## config.mk

```make
export PLATFORM = sky130hd
export DESIGN_NAME = fft_out_collector_flat
export DESIGN_NICKNAME = d
export VERILOG_FILES = /design/src/rtl/fft_pkg.sv /design/src/rtl/fft_out_collector_if.sv /design/src/rtl/collector_ram.sv /design/src/rtl/fft_out_collector.sv /design/src/flat_wrapper.sv
export SDC_FILE = /design/constraint.sdc
export NUM_CORES = 1
export LEC_CHECK = 0
export CAP_MARGIN = 20
export CORE_MARGIN = 2
export CORE_UTILIZATION = 50
export CTS_BUF_LIST = sky130_fd_sc_hd__clkbuf_16
export DETAILED_ROUTE_END_ITERATION = 8
export GPL_TIMING_DRIVEN = 0
export MAX_ROUTING_LAYER = met4
export PLACE_DENSITY_LB_ADDON = 0.2
export SYNTH_ARGS = -nofsm -noshare
export SYNTH_HDL_FRONTEND = slang
export SYNTH_SLANG_ARGS = --single-unit
```

## constraint.sdc

```tcl
create_clock -name clk2 -period 3.38 [get_ports clk2]
set_input_delay 0.507 -clock clk2 [delete_from_list [all_inputs] [get_ports clk2]]
set_output_delay 0.507 -clock clk2 [all_outputs]
set_load 0.1 [all_outputs]
```

## src/rtl/fft_pkg.sv

```systemverilog
// Shared FFT constants, word-type encoding and collector FSM state type.
package fft_pkg;

  localparam int unsigned FFT_PTS         = 32;
  localparam int unsigned WORDS_PER_FRAME = 64;
  localparam int unsigned ADDR_W          = $clog2(FFT_PTS);
  localparam int unsigned CNT_W           = $clog2(WORDS_PER_FRAME);
  localparam int unsigned FCNT_W          = 8;

  localparam logic TYPE_RE = 1'b0;
  localparam logic TYPE_IM = 1'b1;

  typedef enum logic [1:0] {
    IDLE    = 2'd0,
    COLLECT = 2'd1,
    HOLD    = 2'd2
  } state_t;

endpackage

```

## src/rtl/fft_out_collector_if.sv

```systemverilog
// Serial FFT result stream from the transmitter into the collector.
interface fft_out_collector_if #(
  parameter int unsigned N = 16
);
  logic [N-1:0] serial_in;
  logic         in_valid;
  logic         in_type;
  logic         in_done;

  modport master (output serial_in, output in_valid, output in_type, output in_done);
  modport slave  (input  serial_in, input  in_valid, input  in_type, input  in_done);
endinterface

```

## src/rtl/collector_ram.sv

```systemverilog
// 32 x 2N frame buffer: half-word write port, registered dual-half read port.
module collector_ram
  import fft_pkg::*;
#(
  parameter int unsigned N = 16
) (
  input  logic              clk2,
  input  logic              rst,
  input  logic              we,
  input  logic [ADDR_W-1:0] waddr,
  input  logic              wpart,
  input  logic [N-1:0]      wdata,
  input  logic [ADDR_W-1:0] raddr,
  output logic [N-1:0]      rdata_r,
  output logic [N-1:0]      rdata_i
);

  logic [2*N-1:0] mem [FFT_PTS];

  // Buffer contents survive reset; imaginary part lives in the upper half.
  always_ff @(posedge clk2) begin
    if (we) begin
      if (wpart == TYPE_IM) mem[waddr][2*N-1:N] <= wdata;
      else                  mem[waddr][N-1:0]   <= wdata;
    end
  end

  always_ff @(posedge clk2 or negedge rst) begin
    if (!rst) begin
      rdata_r <= '0;
      rdata_i <= '0;
    end else begin
      rdata_r <= mem[raddr][N-1:0];
      rdata_i <= mem[raddr][2*N-1:N];
    end
  end

endmodule

```

## src/rtl/fft_out_collector.sv

```systemverilog
// Collects a 64-word interleaved re/im FFT frame into a buffer and holds it until acked.
module fft_out_collector
  import fft_pkg::*;
#(
  parameter int unsigned N = 16,
  parameter int unsigned Q = 8
) (
  input  logic              clk2,
  input  logic              rst,
  fft_out_collector_if.slave tx,
  input  logic [ADDR_W-1:0] rd_addr,
  output logic [N-1:0]      rd_data_r,
  output logic [N-1:0]      rd_data_i,
  output logic              frame_ready,
  input  logic              frame_ack,
  output logic              err_seq,
  output logic              err_short,
  output logic              err_ovf,
  output logic [FCNT_W-1:0] frame_cnt
);

  if (Q >= N) begin : g_bad_q
    $error("fft_out_collector: Q must be smaller than N");
  end

  state_t              state_q, state_d;
  logic [CNT_W-1:0]    cnt_q, cnt_d;
  logic [FCNT_W-1:0]   fcnt_d;
  logic                ready_d, seq_d, short_d, ovf_d;
  logic                we;
  logic [ADDR_W-1:0]   wbin;
  logic                wpart;

  always_comb begin
    state_d = state_q;
    cnt_d   = cnt_q;
    fcnt_d  = frame_cnt;
    ready_d = frame_ready;
    seq_d   = 1'b0;
    short_d = 1'b0;
    ovf_d   = 1'b0;
    we      = 1'b0;
    wbin    = cnt_q[CNT_W-1:1];
    wpart   = cnt_q[0];

    unique case (state_q)
      IDLE: begin
        if (tx.in_valid) begin
          if (tx.in_type == TYPE_RE) begin
            we      = 1'b1;
            wbin    = '0;
            wpart   = TYPE_RE;
            cnt_d   = CNT_W'(1);
            state_d = COLLECT;
          end else begin
            seq_d = 1'b1;
          end
        end
      end

      COLLECT: begin
        if (tx.in_valid) begin
          if (tx.in_type != cnt_q[0]) begin
            // Out-of-order word: drop partial frame, a real part restarts as r0.
            seq_d = 1'b1;
            if (tx.in_type == TYPE_RE) begin
              we    = 1'b1;
              wbin  = '0;
              wpart = TYPE_RE;
              cnt_d = CNT_W'(1);
            end else begin
              cnt_d   = '0;
              state_d = IDLE;
            end
          end else begin
            we = 1'b1;
            if (cnt_q == CNT_W'(WORDS_PER_FRAME - 1)) begin
              cnt_d   = '0;
              ready_d = 1'b1;
              fcnt_d  = frame_cnt + FCNT_W'(1);
              state_d = HOLD;
            end else begin
              cnt_d = cnt_q + CNT_W'(1);
            end
          end
        end
        if (tx.in_done && state_d != HOLD) begin
          short_d = 1'b1;
          cnt_d   = '0;
          state_d = IDLE;
        end
      end

      HOLD: begin
        if (frame_ack) begin
          // Ack releases the frame first, so a coincident word is seen as in IDLE.
          ready_d = 1'b0;
          state_d = IDLE;
          if (tx.in_valid) begin
            if (tx.in_type == TYPE_RE) begin
              we      = 1'b1;
              wbin    = '0;
              wpart   = TYPE_RE;
              cnt_d   = CNT_W'(1);
              state_d = COLLECT;
            end else begin
              seq_d = 1'b1;
            end
          end
        end else if (tx.in_valid) begin
          ovf_d = 1'b1;
        end
      end

      default: begin
        cnt_d   = '0;
        ready_d = 1'b0;
        state_d = IDLE;
      end
    endcase
  end

  always_ff @(posedge clk2 or negedge rst) begin
    if (!rst) begin
      state_q     <= IDLE;
      cnt_q       <= '0;
      frame_ready <= 1'b0;
      err_seq     <= 1'b0;
      err_short   <= 1'b0;
      err_ovf     <= 1'b0;
      frame_cnt   <= '0;
    end else begin
      state_q     <= state_d;
      cnt_q       <= cnt_d;
      frame_ready <= ready_d;
      err_seq     <= seq_d;
      err_short   <= short_d;
      err_ovf     <= ovf_d;
      frame_cnt   <= fcnt_d;
    end
  end

  collector_ram #(.N(N)) u_ram (
    .clk2    (clk2),
    .rst     (rst),
    .we      (we),
    .waddr   (wbin),
    .wpart   (wpart),
    .wdata   (tx.serial_in),
    .raddr   (rd_addr),
    .rdata_r (rd_data_r),
    .rdata_i (rd_data_i)
  );

endmodule

```

## src/flat_wrapper.sv

```systemverilog
// flat-port wrapper written by rule: the top's interface ports become plain ports
module fft_out_collector_flat import fft_pkg::*;
#(
  parameter int unsigned N = 16,
  parameter int unsigned Q = 8
)
  (clk2, rst, rd_addr, rd_data_r, rd_data_i, frame_ready, frame_ack, err_seq, err_short, err_ovf, frame_cnt, tx_serial_in, tx_in_valid, tx_in_type, tx_in_done);
  fft_out_collector_if #(.N(N)) tx_i ();
  input  logic clk2;
  input  logic rst;
  input  logic [ADDR_W-1:0] rd_addr;
  output logic [N-1:0] rd_data_r;
  output logic [N-1:0] rd_data_i;
  output logic frame_ready;
  input  logic frame_ack;
  output logic err_seq;
  output logic err_short;
  output logic err_ovf;
  output logic [FCNT_W-1:0] frame_cnt;
  input wire logic [$bits(tx_i.serial_in)-1:0] tx_serial_in;
  input wire logic [$bits(tx_i.in_valid)-1:0] tx_in_valid;
  input wire logic [$bits(tx_i.in_type)-1:0] tx_in_type;
  input wire logic [$bits(tx_i.in_done)-1:0] tx_in_done;
  assign tx_i.serial_in = tx_serial_in;
  assign tx_i.in_valid = tx_in_valid;
  assign tx_i.in_type = tx_in_type;
  assign tx_i.in_done = tx_in_done;
  fft_out_collector #(.N(N), .Q(Q)) u_core (.clk2(clk2), .rst(rst), .tx(tx_i), .rd_addr(rd_addr), .rd_data_r(rd_data_r), .rd_data_i(rd_data_i), .frame_ready(frame_ready), .frame_ack(frame_ack), .err_seq(err_seq), .err_short(err_short), .err_ovf(err_ovf), .frame_cnt(frame_cnt));
endmodule
```

==> results.toml <==
[status]
status = "completed"

[grt]
grt_max_degree = 65
grt_pass1_wl_um = 146000
grt-ovfl-total = 0
grtUsageTotal_pct = 24.1
first_global_vias = 22700
antenna_found_initial = 4

[critical_path]
endpoint_kind = "flop"
start_kind = "input port"
path_max_fanout = 11
cp.arrival_ns = 3.74
critPathKind = "in2reg"
crit_required_ns = 3.74

[timing]
holdWs_ns = 0.132
fmax_mhz = 296
setup_viol = 0
fin_ws_ns = 0.00148
maxSlewHeadroom_pct = 20.5
skew_ns = 0.0151
tightest_slew_ns = 1.19
min_period_ns = 3.38
hold_viol = 0
fin_crit_sh_pct = 100
grt_setup_unrepaired = "true"
finalMaxSlewViolations = 0

[placed_design]
port_buffers = 69
placed_cells = 3650
post-place-ws_ns = -1.04
place_area_mm2 = 0.0450
place.gp.congestion = 0.881
hpwlAfterDp_um = 67400

[cts]
clockRootBuffer = "clkbuf_16"
clock_latency_ns = 0.67
clockBufferDepth = 3
numCtsBuffers = 106
clkTransAtPathRegs_ns = 0.06
cts.sinks = 1076
cts_tree = "built"
h-tree-depth = 3

[synthesis]
syn_area_per_cell_um2 = 17.2
netlist_top_cells_count = "edfxtp_1, mux2i_1, nand2_1"
synth-seq-cells = 1076
seq_area_frac_synth_pct = 76.5
synth.area.top_cells = "edfxtp_1, mux2i_1, dfrtp_1"
synth.largest_area_cell = "edfxtp_1"
synth_edf_count = 1024
synthArstFlopShare_pct = 4.83
synth_top_flop_cell = "edfxtp_1"
syn_nets = 2469
synth_area_mm2 = 0.0419
yosysUniqueCellTypes = 49
synth_top_area_share_pct = 73.4
ys_warn_count = 0
yosysMostFrequentCell = "edfxtp_1"
syn_inst = 2438

[floorplanning]
chipHeight_um = 293
core_mm2 = 0.0833
initial_core_util_pct = 50.3
dieArea_mm2 = 0.0861
io_pins = 71
die_w_um = 293
fp-row-count = 106

[cells_and_area]
final_area_mm2 = 0.0487
final_cells = 3862
final_util_pct = 58.5
nFillCells = 6160
final_nets = 2718
layout-drive-gt1-share_pct = 14.2
syn2layout_area_growth_pct = 16.3

[route]
drt_first_iter_violations = 2122
vias = 22500
final_antenna_net_count = 0
drtPass1Iterations = 5
viasPerCell = 5.82
route.detailed.drc = 0
routed_wl_um = 101000
wire_per_inst_um = 26.2

[power]
p_seq_share_pct = 52.6
p_clk_share_pct = 39.9
internal-power_mw = 21.6
p_per_area_mw_per_mm2 = 576
power_frac_comb_pct = 7.5
ir_worst_vdd_mv = 0.439
switchingPower_mw = 6.48
power.static_leakage_nw = 17.2
switching_share_pct = 23.1

[min_path]
min_path_type = "in2reg"

[flow_run]
max-cap-violations = 0
## flip-flops by register name (all words and copies together), names as in the netlist
register / flops
u_core.u_ram.mem: 1024
u_core.u_ram.rdata_i: 16
u_core.u_ram.rdata_r: 16
u_core.frame_cnt: 8
u_core.cnt_q: 6
u_core.state_q: 2
u_core.err_ovf: 1
u_core.err_seq: 1
u_core.err_short: 1
u_core.frame_ready: 1
## through the flow
stage               power, mW  setup TNS (ns)
detailed placement       17.1         -549.46
CTS                      28.2           -4.72
global placement         17.0        -1192.72
floorplan                16.2               0
finish                   28.1               0
global route             28.9           -6.67
## final timing paths
check | from | endpoint | slack, ns | depth (start not counted)
worst min register to register | u_core.frame_cnt[7]$_DFFE_PN0P_ | u_core.frame_cnt[7]$_DFFE_PN0P_ | 0.48 | 1
worst min-delay path | tx_serial_in[15] | u_core.u_ram.mem[11][15]$_DFFE_PP_ | 0.13 | 1
max in group asynchronous | rst | u_core.cnt_q[4]$_DFFE_PN0P_ | 2.37 | 3
min in group asynchronous | rst | u_core.u_ram.rdata_i[4]$_DFF_PN0_ | 0.37 | 2
worst max-delay path | tx_in_type | u_core.u_ram.mem[25][26]$_DFFE_PP_ | 0.001 | 9
worst max register to register | u_core.cnt_q[0]$_DFFE_PN0P_ | u_core.u_ram.mem[25][26]$_DFFE_PP_ | 0.04 | 9
## placed cells by master (no fill, tap or decap), types with 29 or more instances in the layout
| master | synthesis | layout |
|---|---|---|
| clkdlybuf4s50_1 | 0 | 52 |
| nor2_2 | 0 | 32 |
| dfrtp_1 | 52 | 52 |
| mux2i_1 | 514 | 514 |
| buf_8 | 0 | 36 |
| nor2_4 | 0 | 29 |
| nor3_1 | 35 | 33 |
| inv_1 | 5 | 32 |
| buf_2 | 55 | 71 |
| a31oi_1 | 33 | 33 |
| a21oi_1 | 102 | 102 |
| clkbuf_16 | 0 | 111 |
| nand2_1 | 111 | 111 |
| edfxtp_1 | 1024 | 1024 |
| nand3_1 | 106 | 101 |
| a22oi_1 | 96 | 96 |
| a22o_1 | 64 | 64 |
| clkbuf_1 | 52 | 50 |
## final cells by class
class	instances	area [µm²]	area share, %
inverters	5	18.8	0.0385
clock inverters	89	587	1.20
plain buffers	139	658	1.35
multi-input cells	1217	9520	19.5
repair buffers	142	1740	3.57
well taps	1080	1350	2.77
diodes	3	7.51	0.0154
flip-flops and latches	1076	32100	65.8
clock buffers	111	2780	5.70
## what timing repair did
item,in CTS,in global routing
hold endpoints to repair,17,0
endpoints found under the setup margin,248,474
hold buffers,1,0
resized for setup,20,28
setup buffers,2,7
pin swaps,1,10
## power groups by stage
stage               sequential (mW)  clock [mW]  combinational (mW)
floorplan                      15.4           0               0.820
global placement               15.1           0                1.96
detailed placement             15.0           0                2.06
CTS                            14.8        11.3                2.08
global route                   14.8        11.9                2.21
finish                         14.8        11.2                2.10
## logic make-up (layout without fill, tap and decap cells)
family	Yosys count	count (layout)	synth area share [%]
fa+ha+maj	4	4	0.119
compound gates	319	319	5.23
other cells	0	3	0
flops	1076	1076	76.5
mux	515	515	12.3
xor+xnor	8	8	0.167
buf+inv	145	486	1.62
simple gates	371	371	4.04
## metal layers
metal	GRT usage, %	share of wire, %
met1	32.0	42
met2	38.6	49
met4	6.60	2.1
met5	-	0
met3	4.30	7.3
## worst max-delay path: stages
cell             delay [ns]
clkdlybuf4s50_1        0.60
ha_1                   0.37
buf_2                  0.19
a21oi_1                0.13
o21a_1                 0.26
nor3b_1                0.33
nand3_2                0.51
nor2_2                 0.53
buf_4                  0.29
Power figures use the tool's default switching activity.
